## config.mk

```make
export PLATFORM = sky130hd
export DESIGN_NAME = z80_page_mapper
export DESIGN_NICKNAME = d
export VERILOG_FILES = /design/src/rtl/z80_page_mapper.sv
export SDC_FILE = /design/constraint.sdc
export NUM_CORES = 1
export LEC_CHECK = 0
export ABC_AREA = 1
export CELL_PAD_IN_SITES_DETAIL_PLACEMENT = 1
export CELL_PAD_IN_SITES_GLOBAL_PLACEMENT = 2
export CORE_UTILIZATION = 29
export DETAILED_ROUTE_END_ITERATION = 6
export GPL_TIMING_DRIVEN = 0
export HOLD_SLACK_MARGIN = 0.03
export PLACE_DENSITY_LB_ADDON = 0.3
export SLEW_MARGIN = 30
export SYNTH_ARGS = -nofsm -noshare
export SYNTH_HDL_FRONTEND = slang
export SYNTH_SLANG_ARGS = --single-unit
export TNS_END_PERCENT = 10
```

## constraint.sdc

```tcl
create_clock -name mclk -period 2 [get_ports mclk]
set_clock_uncertainty 0.1 [all_clocks]
set_input_delay 0.5 -clock mclk [delete_from_list [all_inputs] [get_ports mclk]]
set_output_delay 0.5 -clock mclk [all_outputs]
set_load 0.01 [all_outputs]
```

## src/rtl/z80_page_mapper.sv

```systemverilog
// z80_page_mapper
// Memory-management stage between the Z80 core and the bus controller.
// Four page-block registers and a control register are written over I/O
// ports IO_BASE+0..IO_BASE+4. Each CPU address is translated combinationally
// into a 22-bit physical address. Accesses to slow blocks are stretched by
// holding o_wait_n low for WAIT_CYCLES mclk cycles.
//
// Ports:
//   mclk, reset_n         master clock, asynchronous active-low reset
//   i_addr[15:0]          CPU address (page select in [15:14])
//   i_data[7:0]           CPU write data
//   i_mreq_n .. i_rfsh_n  CPU control strobes, synchronous to mclk
//   o_data[7:0]           register read-back (0 when not driven)
//   o_data_oe             drive o_data onto the CPU data bus
//   o_block[7:0]          selected page block
//   o_phys_addr[21:0]     {o_block, i_addr[13:0]}
//   o_wait_n              CPU nWAIT
module z80_page_mapper #(
  parameter logic [7:0] IO_BASE     = 8'h70,
  parameter logic [7:0] SLOW_MASK   = 8'h80,
  parameter int         WAIT_CYCLES = 4
) (
  input  logic        mclk,
  input  logic        reset_n,
  input  logic [15:0] i_addr,
  input  logic [7:0]  i_data,
  input  logic        i_mreq_n,
  input  logic        i_iorq_n,
  input  logic        i_rd_n,
  input  logic        i_wr_n,
  input  logic        i_m1_n,
  input  logic        i_rfsh_n,
  output logic [7:0]  o_data,
  output logic        o_data_oe,
  output logic [7:0]  o_block,
  output logic [21:0] o_phys_addr,
  output logic        o_wait_n
);

  localparam logic [7:0] LP_WAIT    = 8'(WAIT_CYCLES);
  localparam bit         LP_WAIT_EN = (WAIT_CYCLES != 0);

  typedef enum logic [1:0] {
    ST_IDLE    = 2'd0,
    ST_STRETCH = 2'd1,
    ST_DONE    = 2'd2
  } state_t;

  logic [7:0] r_page [4];
  logic       r_map_en;

  // write path: registered strobe plus its delayed copy for edge detect
  logic       r_wr_smp;
  logic       r_wr_smp_d;
  logic [2:0] r_wr_sel;
  logic [7:0] r_wr_data;

  // wait path
  logic       r_mreq_n_s;
  logic       r_mreq_n_d;
  logic       r_rfsh_n_s;
  state_t     r_state;
  state_t     w_state_next;
  logic [7:0] r_cnt;
  logic [7:0] w_cnt_next;

  logic       w_in_range;
  logic       w_io_hit;
  logic [2:0] w_io_sel;
  logic       w_wr_hit;
  logic       w_commit;
  logic       w_slow;
  logic       w_mreq_fall;

  // Range check done in 9 bits so IO_BASE+4 cannot wrap past 8'hFF.
  assign w_in_range = ({1'b0, i_addr[7:0]} >= {1'b0, IO_BASE}) &&
                      ({1'b0, i_addr[7:0]} <= ({1'b0, IO_BASE} + 9'd4));
  // Interrupt acknowledge (IORQ with M1 low) is never a register access.
  assign w_io_hit   = !i_iorq_n && i_m1_n && w_in_range;
  // Low three bits of the difference equal the low bits of the full offset.
  assign w_io_sel   = 3'(i_addr[2:0] - IO_BASE[2:0]);
  assign w_wr_hit   = w_io_hit && !i_wr_n;
  // Commit only on the rising edge of the registered strobe, so a stretched
  // I/O cycle still produces exactly one write.
  assign w_commit   = r_wr_smp && !r_wr_smp_d;

  // Translation
  assign o_block     = r_map_en ? r_page[i_addr[15:14]] : {6'b0, i_addr[15:14]};
  assign o_phys_addr = {o_block, i_addr[13:0]};
  assign w_slow      = (o_block & SLOW_MASK) != 8'h00;

  always_ff @(posedge mclk or negedge reset_n) begin
    if (!reset_n) begin
      r_wr_smp   <= 1'b0;
      r_wr_smp_d <= 1'b0;
      r_wr_sel   <= 3'd0;
      r_wr_data  <= 8'h00;
    end else begin
      r_wr_smp   <= w_wr_hit;
      r_wr_smp_d <= r_wr_smp;
      // capture target and data on the first sample of the cycle
      if (w_wr_hit && !r_wr_smp) begin
        r_wr_sel  <= w_io_sel;
        r_wr_data <= i_data;
      end
    end
  end

  always_ff @(posedge mclk or negedge reset_n) begin
    if (!reset_n) begin
      for (int i = 0; i < 4; i++) begin
        r_page[i] <= 8'(i);
      end
      r_map_en <= 1'b0;
    end else if (w_commit) begin
      if (r_wr_sel[2]) begin
        r_map_en <= r_wr_data[0];
      end else begin
        r_page[r_wr_sel[1:0]] <= r_wr_data;
      end
    end
  end

  // Read-back
  always_comb begin
    o_data_oe = w_io_hit && !i_rd_n;
    o_data    = 8'h00;
    if (o_data_oe) begin
      case (w_io_sel)
        3'd0:    o_data = r_page[0];
        3'd1:    o_data = r_page[1];
        3'd2:    o_data = r_page[2];
        3'd3:    o_data = r_page[3];
        3'd4:    o_data = {7'b0, r_map_en};
        default: o_data = 8'h00;
      endcase
    end
  end

  // Wait FSM: state register
  always_ff @(posedge mclk or negedge reset_n) begin
    if (!reset_n) begin
      r_mreq_n_s <= 1'b1;
      r_mreq_n_d <= 1'b1;
      r_rfsh_n_s <= 1'b1;
      r_state    <= ST_IDLE;
      r_cnt      <= 8'd0;
    end else begin
      r_mreq_n_s <= i_mreq_n;
      r_mreq_n_d <= r_mreq_n_s;
      r_rfsh_n_s <= i_rfsh_n;
      r_state    <= w_state_next;
      r_cnt      <= w_cnt_next;
    end
  end

  // Falling edge of the registered MREQ; the stretch starts one mclk after
  // the sample that first saw MREQ low.
  assign w_mreq_fall = !r_mreq_n_s && r_mreq_n_d;

  // Wait FSM: next state
  always_comb begin
    w_state_next = r_state;
    w_cnt_next   = r_cnt;
    if (i_mreq_n) begin
      // end of access (or abort) always returns to idle
      w_state_next = ST_IDLE;
      w_cnt_next   = 8'd0;
    end else begin
      case (r_state)
        ST_IDLE: begin
          if (w_mreq_fall && r_rfsh_n_s && LP_WAIT_EN && w_slow) begin
            w_state_next = ST_STRETCH;
            w_cnt_next   = LP_WAIT;
          end
        end
        ST_STRETCH: begin
          w_cnt_next = r_cnt - 8'd1;
          if (r_cnt <= 8'd1) begin
            w_state_next = ST_DONE;
            w_cnt_next   = 8'd0;
          end
        end
        ST_DONE: begin
          w_state_next = ST_DONE;
        end
        default: begin
          w_state_next = ST_IDLE;
          w_cnt_next   = 8'd0;
        end
      endcase
    end
  end

  assign o_wait_n = (r_state != ST_STRETCH);

endmodule
```

Yosys cells after proc, flatten, opt, wreduce, memory -nomap -nowiden
Cells that the tools add are included.
W data, S select, Z words.
Storage, ports and cells
  flip-flop bits (word level): 59
  bits of input ports: 32
  output and inout port bits: 40
  word-level logic and storage cells: 74
Operators by class
  add/sub/neg operators: 1
  magnitude comparators: 6
  eq/ne operators: 10
  multiplexer cells: 17
  bitwise logic cells: 3
  reduce and logical (&&, ||, !) cells: 23
Operator list (count)
  $mux W8: 8
  $pmux W8 S5: 1
  $bwmux W32: 1
  $pmux W8 S3: 1
  $bmux W8 S2: 1
  $demux W8 S2: 1
  $logic_and A1 B1 Y1: 11
  $ge A8 B7 Y1 const B: 1
  $le A8 B1 Y1 const B: 1
  $le A8 B7 Y1 const B: 1
  $reduce_and A2 Y1: 4
  $sub A8 B1 Y8 const B: 1
  $eq A3 B2 Y1 const B: 2
  $ge A3 B3 Y1 const B: 2
  $logic_not A1 Y1: 6
  $mux W2: 3
  $ne A3 B3 Y1 const B: 2
  $not A2 Y3: 2
  $pmux W2 S3: 1
  $eq A3 B1 Y1 const B: 1
  $eq A3 B3 Y1 const B: 1
  $logic_not A3 Y1: 1
  $lt A3 B1 Y1 const B: 1
  $eq A2 B1 Y1 const B: 1
  5 further kinds: 5

Longest topological paths before layout
  word-level depth: 9
  mapped depth: 10
  gate-level depth less buffers: 10

Least setup slack after synthesis
No wires, ideal clock.
  kind: input-to-output
  from: input i_addr[14]
  to: output o_phys_addr[16]
  arrival time: 1370 ps
  required time: 1400 ps
  slack: 30 ps
  stages: 5
  path buffers: 2
  cells stage by stage: inv_2 > clkbuf_1 > o21ai_0 > a21oi_1 > buf_4
Between the ends
  longest elaborated chain between the ends: 5
Ends and longest elaborated chain
  start, declared: line 25  | input logic [15:0] i_addr,
  $not A2 Y3 (implied by the code): line 88  | assign o_block = r_map_en ? r_page[i_addr[15:14]] : {6'b0, i_addr[15:14]};
  $bmux W8 S2: line 88
  $mux W8 (implied by the code) (2 in series): line 88
  $mux W8: line 88
  end, declared: line 36  | output logic [21:0] o_phys_addr,
Every way passes these cells. The select of a mux whose other input is x is not followed.

Worst setup path after layout
  from: input i_addr[1]
  to: output o_data[4]
Between the ends
  longest elaborated chain between the ends: 5
  elaborated cells on any way between the ends: 12
  classes of those cells: order compare: 2; eq/ne: 4; mux: 2; reduce/logical: 4
Ends and longest elaborated chain
  $ge A8 B7 Y1 / $le A8 B7 Y1 (equally long branches): line 76, 77
  $logic_and A1 B1 Y1: line 76  | assign w_in_range = ({1'b0, i_addr[7:0]} >= {1'b0, IO_BASE}) &&
  $logic_and A1 B1 Y1: line 79  | assign w_io_hit = !i_iorq_n && i_m1_n && w_in_range;
  $logic_and A1 B1 Y1: line 126  | o_data_oe = w_io_hit && !i_rd_n;
  $mux W8 *: line 128  | if (o_data_oe) begin
  end, declared: line 33  | output logic [7:0] o_data,
Mark *: on every way between the ends. The rest lies on a longest branch, timed or not.

==> impl_metrics.tcl <==
set metrics [dict create \
    status "complete, but fails checks" \
    violations "negative setup slack" \
    crit_chain "buf_12 > o21ai_4 > nand4_4 > or2_4 > buf_6 > a31oi_1 > buf_2" \
    leakage_nw 2.13 \
    final_cells 670 \
    routabilityCongestion 0.780 \
    finalWorstSetupSlack_ps -201 \
    synth-seq-cells 59 \
    cts_sinks 59 \
    async_flop_share_pct 100 \
    ant_nets 0 \
    final_cell_mix "nand2_1 (123), dfrtp_1 (51), inv_1 (45), o21ai_0 (45), buf_4 (39)" \
    holdWs_ps 259 \
    r2r-end "r_state[1]$_DFFE_PN0P_" \
    yosys_most_used_dff "dfrtp_1" \
    grtUsageMet1_pct 23.5 \
    end_kind "output port" \
    grt_antenna_before_repair 0 \
    num-fill-cells 1329 \
    cp-startpoint "i_addr[1]" \
    hp-start "r_mreq_n_s$_DFF_PN1_" \
    postSynthCellCount 435 \
    grtUsageTotal_pct 17.6 \
    grt_pass1_wl_mm 16.0 \
    tightest_slew_ps 383 \
    critical_path_buf_inv_count 3 \
    power_density_nw_per_um2 882 \
    clock_path_buffers 2 \
    cp_top_family "buffers and inverters" \
    rows 38 \
    finalCritPeriodShare_pct 110 \
    routedWlPerCell_um 14.3 \
    crit_arrival_ps 1600 \
    start_util_pct 30.0 \
    path_max_fanout 5 \
    placed_cells 640 \
    grt_overflow_total 0 \
    clock.fmax_ghz 0.454 \
    synth_edf_count 0 \
    finalCriticalPeriod_ps 2200 \
    layout_commonest_cell "nand2_1" \
    place_hpwl_mm 7.16 \
    cts.clk_slew.worst_paths_ps 50 \
    slowest_delay_ps 270 \
    cts.htree.levels 3 \
    crit_path_end "o_data[4]" \
    synth_cell_types 33 \
    drc 0 \
    busiest_layer "met2" \
    setup_violations 23 \
    slowest_stage "or2_4" \
    synthTopCellsByArea "dfrtp_1 (39%), nand2_1 (14%), o21ai_0 (8.3%)" \
    yosys_warnings 0 \
    grt_pass1_vias 3217 \
    io-pin-count 72 \
    grt_max_degree 43 \
    placed_area_sq_um 4130 \
    cts_tree "yes" \
    grt_util_met2_pct 29.4 \
    yosysTopAreaCellShare_pct 39.5 \
    final_area_sq_um 4640 \
    peakVddDrop_mv 0.548 \
    drtIter0Drc 82 \
    synth.avg_cell_area_sq_um 7.58 \
    rr_worst_depth 9 \
    dpl_worst_slack_ps -1250 \
    core_area_sq_um 11000 \
    syn_nets 472 \
    diodes 0 \
    vias 3110 \
    firstDrtPassIters 4 \
    fin_tns_setup_ps -3060 \
    yosysTopAreaCell "dfrtp_1" \
    register_area_sq_um 1490 \
    cts_made_buffers 9 \
    wirelength_mm 9.59 \
    timing.rr.start "r_cnt[0]$_DFFE_PN0P_" \
    clkLatencyLatePin_ps 320 \
    synth_area_sq_um 3300 \
    yosysSeqAreaShare_pct 45.0 \
    start_kind "input port" \
    dieArea_sq_um 11800 \
    die_h_um 109 \
    slew_violations 0 \
    critical_path_required_ps 1400 \
    path_depth 7 \
    dieWidth_um 109 \
    hold_violations 0 \
    synthToLayoutAreaGrowth_pct 40.7 \
    multi_input_area_sq_um 1530 \
    nNetsFinal 562 \
    r2r_setup_slack_ps 200 \
    drive_above_1_share_pct 27.0 \
    routed_via_density 4.64 \
    criticalPathCategory "input port to output port" \
    grtUsageMet3_pct 2.33 \
    min_path_type "register to register" \
    drv_cap 0 \
    io_buffer_count 64 \
    rsz0062_at_grt "yes" \
    slew_headroom_pct 74.5 \
    cts_root_buf "clkbuf_16" \
]
## metal layers
metal  vias up  share of wire [%]
met3        13                4.0
li1       1560                  -
met1      1469                 48
met2        68                 47
met5         -                  0
met4         0                1.3
## worst register-to-register path, cell delays in order, from the launching register on
cell	delay (ps)
dfrtp_1	420
inv_1	170
ha_2	240
nor2_1	60
nor2_1	140
nand2_2	130
nand3_1	160
nand2_1	120
nand2_1	70
o21ai_0	80
## how the worst min path moves through the flow
stage	slack [ps]	end	cells after the start
floorplan	100	r_cnt[0]$_DFFE_PN0P_	0
global placement	260	r_mreq_n_d$_DFF_PN1_	0
detailed placement	260	r_mreq_n_d$_DFF_PN1_	0
CTS	260	r_mreq_n_d$_DFF_PN1_	0
global route	260	r_mreq_n_d$_DFF_PN1_	0
finish	260	r_mreq_n_d$_DFF_PN1_	0
## registers in the layout (all words and copies together), names as in the netlist
signal,flops
r_page,32
r_cnt,8
r_wr_data,8
r_wr_sel,3
r_state,2
r_map_en,1
r_mreq_n_d,1
r_mreq_n_s,1
r_rfsh_n_s,1
r_wr_smp,1
r_wr_smp_d,1
## cells by family after synthesis
family                     Yosys count  share of synthesized area (%)
xor gates and xnor gates             1                          0.266
adders and majority gates            5                           1.90
DFF                                 59                           45.0
AOI/OAI and AO/OA                   88                           14.4
and+or+nand+nor                    196                           25.0
buffers and inverters               86                           13.4
## through the flow
step           utilization, %  power [mW]
6_report                 42.3        4.09
5_1_grt                  42.3        4.34
4_1_cts                  41.5        4.11
3_5_place_dp             37.6        2.42
3_3_place_gp             37.5        2.38
2_1_floorplan               -        2.06
## timing repair
action,in CTS,in global routing
setup endpoints to repair,34,34
endpoints found under the hold margin,14,0
pin swaps,14,10
setup buffers,9,2
gates cloned,2,0
resized for setup,177,21
hold buffers,1,0
## final cells by class
class,instances,share of cell area [%]
tap,140,3.77
clock inverter,7,2.16
multi-input combinational,290,32.9
inverter,53,4.53
sequential,59,32.0
timing repair buffer,79,14.2
buffer,33,5.55
clock buffer,9,4.85
## Yosys cell counts, types with 2 or more instances
cell type,number
or2_1,2
buf_4,22
nand4_1,2
nand2_1,124
a21oi_1,16
clkbuf_1,3
inv_1,51
nand3_1,28
a31oi_1,6
nor2_1,29
dfrtp_1,52
o21ai_1,2
nor3_1,4
o21ai_2,3
dfstp_2,7
a22oi_1,2
a211oi_1,2
buf_2,4
buf_6,4
ha_1,5
o21ai_0,55
## report_power, final
| group | internal, mW | total, mW | leakage (nW) | switching [mW] |
|---|---|---|---|---|
| Clock | 1.10 | 1.66 | 0.160 | 0.562 |
| Combinational | 0.420 | 1.07 | 1.18 | 0.652 |
| Sequential | 1.28 | 1.36 | 0.791 | 0.0793 |
| Total | 2.80 | 4.09 | 2.13 | 1.29 |
(Power assumes the default switching activity.)
